`src/rtl/rf_dump_reader_pkg.sv`:
```
// Shared definitions for register-file debug clients: index/data widths and
// the dump reader state encoding.
package rf_dump_reader_pkg;

  localparam int IDX_W  = 5;
  localparam int DATA_W = 32;

  typedef enum logic [1:0] {
    IDLE = 2'd0,
    SEL  = 2'd1,
    SEND = 2'd2,
    HOLD = 2'd3
  } state_t;

endpackage

```
`src/rtl/rf_dump_hold_timer.sv`:
```
// Loadable down-counter with a zero flag; times the idle gap between words.
module rf_dump_hold_timer #(
  parameter int CNT_W = 32
) (
  input  logic             clk,
  input  logic             rst,
  input  logic             load,
  input  logic [CNT_W-1:0] load_val,
  input  logic             dec,
  output logic             zero
);

  logic [CNT_W-1:0] cnt;

  always_ff @(posedge clk or posedge rst) begin
    if (rst) begin
      cnt <= '0;
    end else if (load) begin
      cnt <= load_val;
    end else if (dec && (cnt != '0)) begin
      cnt <= cnt - CNT_W'(1);
    end
  end

  assign zero = (cnt == '0);

endmodule

```
`src/rtl/rf_dump_reader.sv`:
```
// Walks a register index range on the RF debug port and streams each sampled
// value out over a valid/ready interface.
module rf_dump_reader
  import rf_dump_reader_pkg::*;
#(
  parameter int HOLD_CYCLES = 0,
  parameter int CNT_W       = 32
) (
  input  logic              clk,
  input  logic              rst,
  input  logic              start,
  input  logic              abort,
  input  logic [IDX_W-1:0]  first_idx,
  input  logic [IDX_W-1:0]  last_idx,
  output logic [IDX_W-1:0]  reg_sel,
  input  logic [DATA_W-1:0] reg_data,
  output logic              out_valid,
  input  logic              out_ready,
  output logic [DATA_W-1:0] out_data,
  output logic [IDX_W-1:0]  out_idx,
  output logic              out_last,
  output logic              busy,
  output logic              done
);

  localparam logic [CNT_W-1:0] HOLD_LOAD =
    (HOLD_CYCLES == 0) ? '0 : CNT_W'(HOLD_CYCLES - 1);

  state_t           state, state_nx;
  logic [IDX_W-1:0] idx, end_idx;
  logic             hold_load, hold_zero;
  logic             handshake;

  assign handshake = out_valid && out_ready;
  assign busy      = (state != IDLE);

  // abort takes priority over every other transition, including a start in IDLE
  always_comb begin
    state_nx  = state;
    hold_load = 1'b0;
    case (state)
      IDLE: if (start && !abort) state_nx = SEL;
      SEL:  state_nx = abort ? IDLE : SEND;
      SEND: begin
        if (abort) begin
          state_nx = IDLE;
        end else if (handshake) begin
          if (out_last) begin
            state_nx = IDLE;
          end else if (HOLD_CYCLES == 0) begin
            state_nx = SEL;
          end else begin
            state_nx  = HOLD;
            hold_load = 1'b1;
          end
        end
      end
      HOLD: begin
        if (abort)          state_nx = IDLE;
        else if (hold_zero) state_nx = SEL;
      end
      default: state_nx = IDLE;
    endcase
  end

  always_ff @(posedge clk or posedge rst) begin
    if (rst) begin
      state <= IDLE;
    end else begin
      state <= state_nx;
    end
  end

  always_ff @(posedge clk or posedge rst) begin
    if (rst) begin
      idx       <= '0;
      end_idx   <= '0;
      reg_sel   <= '0;
      out_valid <= 1'b0;
      out_data  <= '0;
      out_idx   <= '0;
      out_last  <= 1'b0;
      done      <= 1'b0;
    end else begin
      done <= 1'b0;
      case (state)
        IDLE: begin
          if (start && !abort) begin
            idx     <= first_idx;
            end_idx <= last_idx;
            reg_sel <= first_idx;
          end
        end
        SEL: begin
          if (!abort) begin
            out_data  <= reg_data;
            out_idx   <= idx;
            out_last  <= (idx == end_idx);
            out_valid <= 1'b1;
          end
        end
        SEND: begin
          if (abort) begin
            out_valid <= 1'b0;
          end else if (handshake) begin
            out_valid <= 1'b0;
            if (out_last) begin
              done <= 1'b1;
            end else begin
              // index wraps 31 -> 0 naturally in IDX_W bits
              idx     <= idx + IDX_W'(1);
              reg_sel <= idx + IDX_W'(1);
            end
          end
        end
        default: ;
      endcase
    end
  end

  rf_dump_hold_timer #(
    .CNT_W (CNT_W)
  ) u_hold_timer (
    .clk      (clk),
    .rst      (rst),
    .load     (hold_load),
    .load_val (HOLD_LOAD),
    .dec      (state == HOLD),
    .zero     (hold_zero)
  );

endmodule

```
`config.mk`:
```
export PLATFORM = sky130hd
export DESIGN_NAME = rf_dump_reader
export DESIGN_NICKNAME = d
export VERILOG_FILES = /design/src/rtl/rf_dump_reader_pkg.sv /design/src/rtl/rf_dump_hold_timer.sv /design/src/rtl/rf_dump_reader.sv
export SDC_FILE = /design/constraint.sdc
export NUM_CORES = 1
export LEC_CHECK = 0
export ABC_AREA = 1
export CAP_MARGIN = 20
export CORE_MARGIN = 3
export CORE_UTILIZATION = 40
export CTS_BUF_LIST = sky130_fd_sc_hd__clkbuf_16
export CTS_CLUSTER_SIZE = 8
export DETAILED_ROUTE_END_ITERATION = 6
export HOLD_SLACK_MARGIN = 0.12
export PLACE_DENSITY = 0.71
export SETUP_SLACK_MARGIN = 0.4
export SYNTH_ARGS = -nofsm -noshare
export SYNTH_HDL_FRONTEND = slang
export SYNTH_SLANG_ARGS = --single-unit
export TNS_END_PERCENT = 20
```
`constraint.sdc`:
```
create_clock -name clk -period 2.6 [get_ports clk]
set_input_delay 0.52 -clock clk [delete_from_list [all_inputs] [get_ports clk]]
set_output_delay 0.52 -clock clk [all_outputs]
set_load 0.01 [all_outputs]
```
After elaboration in Yosys (flattened, before gate mapping). Cells that the tools add are included.

Flip-flop bits (word level): 84. Input bits: 47. Word-level logic and storage cells: 59.

$add $sub $neg: 2. Equality and inequality tests: 11. Muxes and demuxes: 21. Bitwise logic cells: 1. Reduce and logical (&&, ||, !) cells: 15.

Operator list (count): $logic_not A32 Y1 (1); $reduce_bool A32 Y1 (1); $sub A32 B1 Y32 const B (1); $mux W5 (4); $mux W2 (6); $ne A2 B2 Y1 const B (5); $pmux W5 S2 (1); $mux W1 (8); $pmux W2 S4 (1); $ne A3 B3 Y1 const B (2); $reduce_and A3 Y1 (2); $reduce_bool A2 Y1 (3); $add A5 B1 Y5 const B (1); $eq A5 B5 Y1 (1); $reduce_and A5 Y1 (1); $eq A2 B2 Y1 const B (2); $reduce_and A2 Y1 (2); $logic_and A1 B1 Y1 (3); $eq A2 B1 Y1 const B (1); $logic_not A2 Y1 (1); $pmux W1 S2 (1); $logic_not A1 Y1 (1); $not A1 Y1 (1).

Depth between registers and ports, before layout.
Depth in word-level cells: 5. Gate-level depth with buffers: 10. Gate-level depth less buffers: 10.

Cells and area by module. Synthesis repeated with hierarchy kept, for this count alone.

Cells, all modules: 688. Area, all modules: 4799.6 µm².

By module, submodules not included: rf_dump_hold_timer (instances 1, cells an instance 416, area each 2519.9 µm²); rf_dump_reader (instances 1, cells an instance 272, area each 2279.7 µm²).

Worst setup path after synthesis. No wires, ideal clock.

Kind: reg-to-reg. Start point: register u_hold_timer.cnt[0]. End point: register u_hold_timer.cnt[18]. Setup time: 0.117 ns. Arrival time: 1.635 ns. Required time: 2.483 ns. Setup slack: 0.847 ns. Stages on the path, launching flop included: 11. Path buffers: 1. Period minus slack after synthesis: 1.753 ns. Path through: dfrtp_1 > inv_1 > ha_1 > nand2_2 > nor2_8 > nand2_4 > nor2_4 > nor2_4 > buf_6 > nand2_2 > o21ai_2.

Word-level cells in the longest chain between the ends: 2. Elaborated cells on any way between the ends: 3. Classes of those cells: add/sub: 1; reduce/logical: 2.

Ends and longest elaborated chain: start, declared (RTL line rf_dump_hold_timer.sv:13) `logic [CNT_W-1:0] cnt;`; start signal, assigned (RTL line rf_dump_hold_timer.sv:19) `cnt <= load_val;`; start signal, assigned (RTL line rf_dump_hold_timer.sv:21) `cnt <= cnt - CNT_W'(1);`; parallel branches: the longest is 2 deep, another holds $sub A32 B1 Y32.

Several ways; the timed one is not identified. A chain may end at the register's enable or synchronous reset.

Worst setup path after layout.
Start point: register state[1]. End point: output port busy.

Word-level cells in the longest chain between the ends: 1.

Ends and longest elaborated chain: start, declared (RTL line rf_dump_reader.sv:29) `state_t state, state_nx;`; start signal, assigned (RTL line rf_dump_reader.sv:70) `state <= state_nx;`; $reduce_bool A2 Y1 (RTL line rf_dump_reader.sv:35) `assign busy = (state != IDLE);`; end, declared (RTL line rf_dump_reader.sv:22) `output logic busy,`.

No other way between the ends.

==> run metrics <==
status=complete, no violations; vias in the first global route=between 4000 and 5000; die area=12400 um^2; dpl cell area=5540 um^2; crit path kind=flip-flop to output pin; Critical Path End Type=output pin; Most used DFF post-synth=dfrtp_1; Worst path max stage delay=roughly 0.48 ns; hold worst-path end=out_data[27]$_DFFE_PP0P_; worst r2r path cells=10; Startpoint Class=flip-flop; top sig layer=met4; CTS tree=yes; Hold Path Origin=out_data[27]$_DFFE_PP0P_; critical path's top delay family=buffers and inverters; Site Rows=37; Worst-Skew Late Latency=around 0.34 ns; Seq/Total Area, Yosys=between 40% and 50%; post-route ant nets=0; Cells after Synth=589; largest net degree at the start of global routing=44; EDFF count, synth=0; fmax=approximately 0.49 GHz; Post-Syn Area=4440 um^2; DR vias=4062; postcts setup bufs=0; WL met1=slightly below 5 mm; GR Util All Layers=a little under a fifth; Reg2Reg Setup Slack=about 0.66 ns; Rel. slew slack=between 60% and 70%; routed len/inst=roughly 13 um; #FFs+latches synth=84; Met2 Routed Length=approximately 5.2 mm; met3 wire len=roughly 1 mm; Setup Viol. Count Final=0; Clock transition at path regs=0.06 ns; Max rail drop VDD=approximately 0.00057 V; Yosys warning total=0; worst r2r src=u_hold_timer.cnt[0]$_DFFE_PP0P_; antenna violations before repair=0; first-pass GRT wire length=about 19 mm; RSZ-0062 raised after global routing=no; Leak Pwr=3.05 nW; clk_skew=0.00822 ns; RePlAce Congestion=around 0.86; GRT overflow=0; crit path cell chain=nor2_1 -> inv_1 -> clkdlybuf4s50_1; final instance area=slightly below 6000 um^2; Post-route DRC=0; CTS Sinks=84; fillers=slightly below 1000; Horiz. Die Dim=111 um; Final Max Tran Viols=0; Reg-to-Reg End=u_hold_timer.cnt[30]$_DFFE_PP0P_; Post-CTS Hold Buffers=0; count of distinct cell types in the synthesized netlist=31; DIE HEIGHT=about 110 um; layout cell share with drive strength beyond 1=a little over a tenth; Root Buffer=clkbuf_16; initial DRC count=roughly 150; pwr/cell area=852 nW/um^2; Initial Util=a little over two fifths; synthesis-to-finish area growth=32.3%; DR pass1 iterations=4; antenna fix cells=0; routed wire length=around 11 mm; critical path required time=~2.1 ns; worst-margin pin slew=~0.59 ns; Layout Nets=739; Reg area=2100 um^2; crit path time final=2.05 ns; clock tree buffer depth=2; vias per std cell=4.89; HP Class=flip-flop to flip-flop; IO Pins=93; Final Hold Vio Count=0; max-cap violation count=0; CORE AREA=about 11000 um^2; slowest CP cell=clkdlybuf4s50_1; CTS buffer count=9; worst path buffer plus inverter count=2; Crit Path Max Fanout=5; ys async rst share=between 90% and 100%; hold path cells=2; mean area per synthesized cell=between 7 and 8 um^2; dpl hpwl=~8.1 mm; Fin Setup TNS=0 ns; IO buf count=92; Resized Gates After CTS=0; footprint of the multi-input gates=roughly 2100 um^2; H-tree levels=3; Worst Path Arrival=around 1.5 ns; Final period util=around four fifths; Synthesized Nets=638
==> sequential cells by signal, indices dropped and copies added (netlist names) <==
signal	count
done	1
state	2
out_idx	5
end_idx	5
out_last	1
u_hold_timer.cnt	32
idx	5
out_valid	1
out_data	32
==> cell usage after synthesis (2+ instances only) <==
| cell type | instances | area, um^2 |
|---|---|---|
| nand4_1 | 8 | 50.1 |
| nor2_4 | 2 | 22.5 |
| nand3b_1 | 2 | 15.0 |
| o211ai_1 | 2 | 15.0 |
| buf_6 | 6 | 67.6 |
| o21ai_0 | 16 | 80.1 |
| o21ai_1 | 6 | 30.0 |
| xor2_1 | 9 | 78.8 |
| nand2_1 | 254 | 953 |
| nand2_2 | 16 | 100 |
| a21oi_1 | 5 | 25.0 |
| dfrtp_1 | 84 | 2100 |
| nor2_2 | 4 | 25.0 |
| nor3_1 | 4 | 20.0 |
| or2_2 | 3 | 18.8 |
| o21ai_2 | 15 | 131 |
| ha_1 | 2 | 25.0 |
| clkbuf_1 | 7 | 26.3 |
| nand3_1 | 17 | 85.1 |
| xnor2_1 | 4 | 35.0 |
| inv_1 | 42 | 158 |
| nor2_1 | 70 | 263 |
| mux2_2 | 3 | 33.8 |
==> cells in the final DEF, fill, tap and decap left out, types with 6 or more instances in the layout <==
master / instances
nand2_1: 254
clkdlybuf4s50_1: 92
dfrtp_1: 84
nor2_1: 70
inv_1: 41
nand3_1: 17
nand2_2: 16
o21ai_0: 16
o21ai_2: 15
xor2_1: 9
clkbuf_16: 9
nand4_1: 8
buf_4: 7
o21ai_1: 6
==> logic make-up (layout without fill, tap and decap cells) <==
logic type	Yosys count	in the layout	synth area share, %
simple gates	384	385	36.0
flops	84	84	47.3
buf+inv	56	161	5.74
compound gates	47	47	7.07
xor+xnor	13	13	2.56
mux	3	3	0.760
fa+ha+maj	2	2	0.563
==> per-layer routing <==
| layer | global-route usage, % | vias up |
|---|---|---|
| li1 | - | 2031 |
| met3 | 7.01 | 11 |
| met5 | 0 | - |
| met4 | 5.84 | 0 |
| met1 | 22.9 | 1888 |
| met2 | 29.3 | 132 |
==> stage by stage <==
step	setup WS, ns	util (%)	cells	hold WS [ns]	power [W]
6_report	0.549	55.7	831	0.470	0.00501
3_3_place_gp	0.340	52.5	813	0.453	0.00364
4_1_cts	0.454	55.6	830	0.474	0.00506
2_1_floorplan	0.847	-	589	0.471	0.00270
5_1_grt	0.441	55.7	831	0.496	0.00532
3_5_place_dp	0.311	52.5	813	0.458	0.00367
==> layout make-up <==
type | instances | area share [%]
clock buffers | 9 | 3.83
clock inverters | 7 | 1.53
inverters | 43 | 2.81
multi-input cells | 450 | 35.7
flip-flops and latches | 84 | 35.7
well taps | 136 | 2.89
repair buffers | 102 | 17.5
==> worst max path at each step <==
stage          slack (ns)  cells after the start                                to                             from
3_5_place_dp         0.31                     10   u_hold_timer.cnt[5]$_DFFE_PP0P_  u_hold_timer.cnt[0]$_DFFE_PP0P_
2_1_floorplan        0.85                     10  u_hold_timer.cnt[18]$_DFFE_PP0P_  u_hold_timer.cnt[0]$_DFFE_PP0P_
4_1_cts              0.45                      9  u_hold_timer.cnt[16]$_DFFE_PP0P_  u_hold_timer.cnt[0]$_DFFE_PP0P_
6_report             0.55                      3                              busy             state[1]$_DFFE_PP0P_
3_3_place_gp         0.34                     10  u_hold_timer.cnt[11]$_DFFE_PP0P_  u_hold_timer.cnt[0]$_DFFE_PP0P_
5_1_grt              0.44                      3                              busy             state[1]$_DFFE_PP0P_
==> worst min-delay path, cell delays in order, from the launching register on <==
cell,delay (ns)
dfrtp_1,0.34
nand2_1,0.05
nand2_1,0.04
==> where the power goes <==
| group | switching, W | leakage [nW] | internal, W |
|---|---|---|---|
| registers | 0.000279 | 1.09 | 0.00168 |
| clock network | 0.000528 | 0.153 | 0.000838 |
| logic | 0.000801 | 1.81 | 0.000887 |
| total | 0.00161 | 3.05 | 0.00341 |
(Power assumes the default switching activity.)
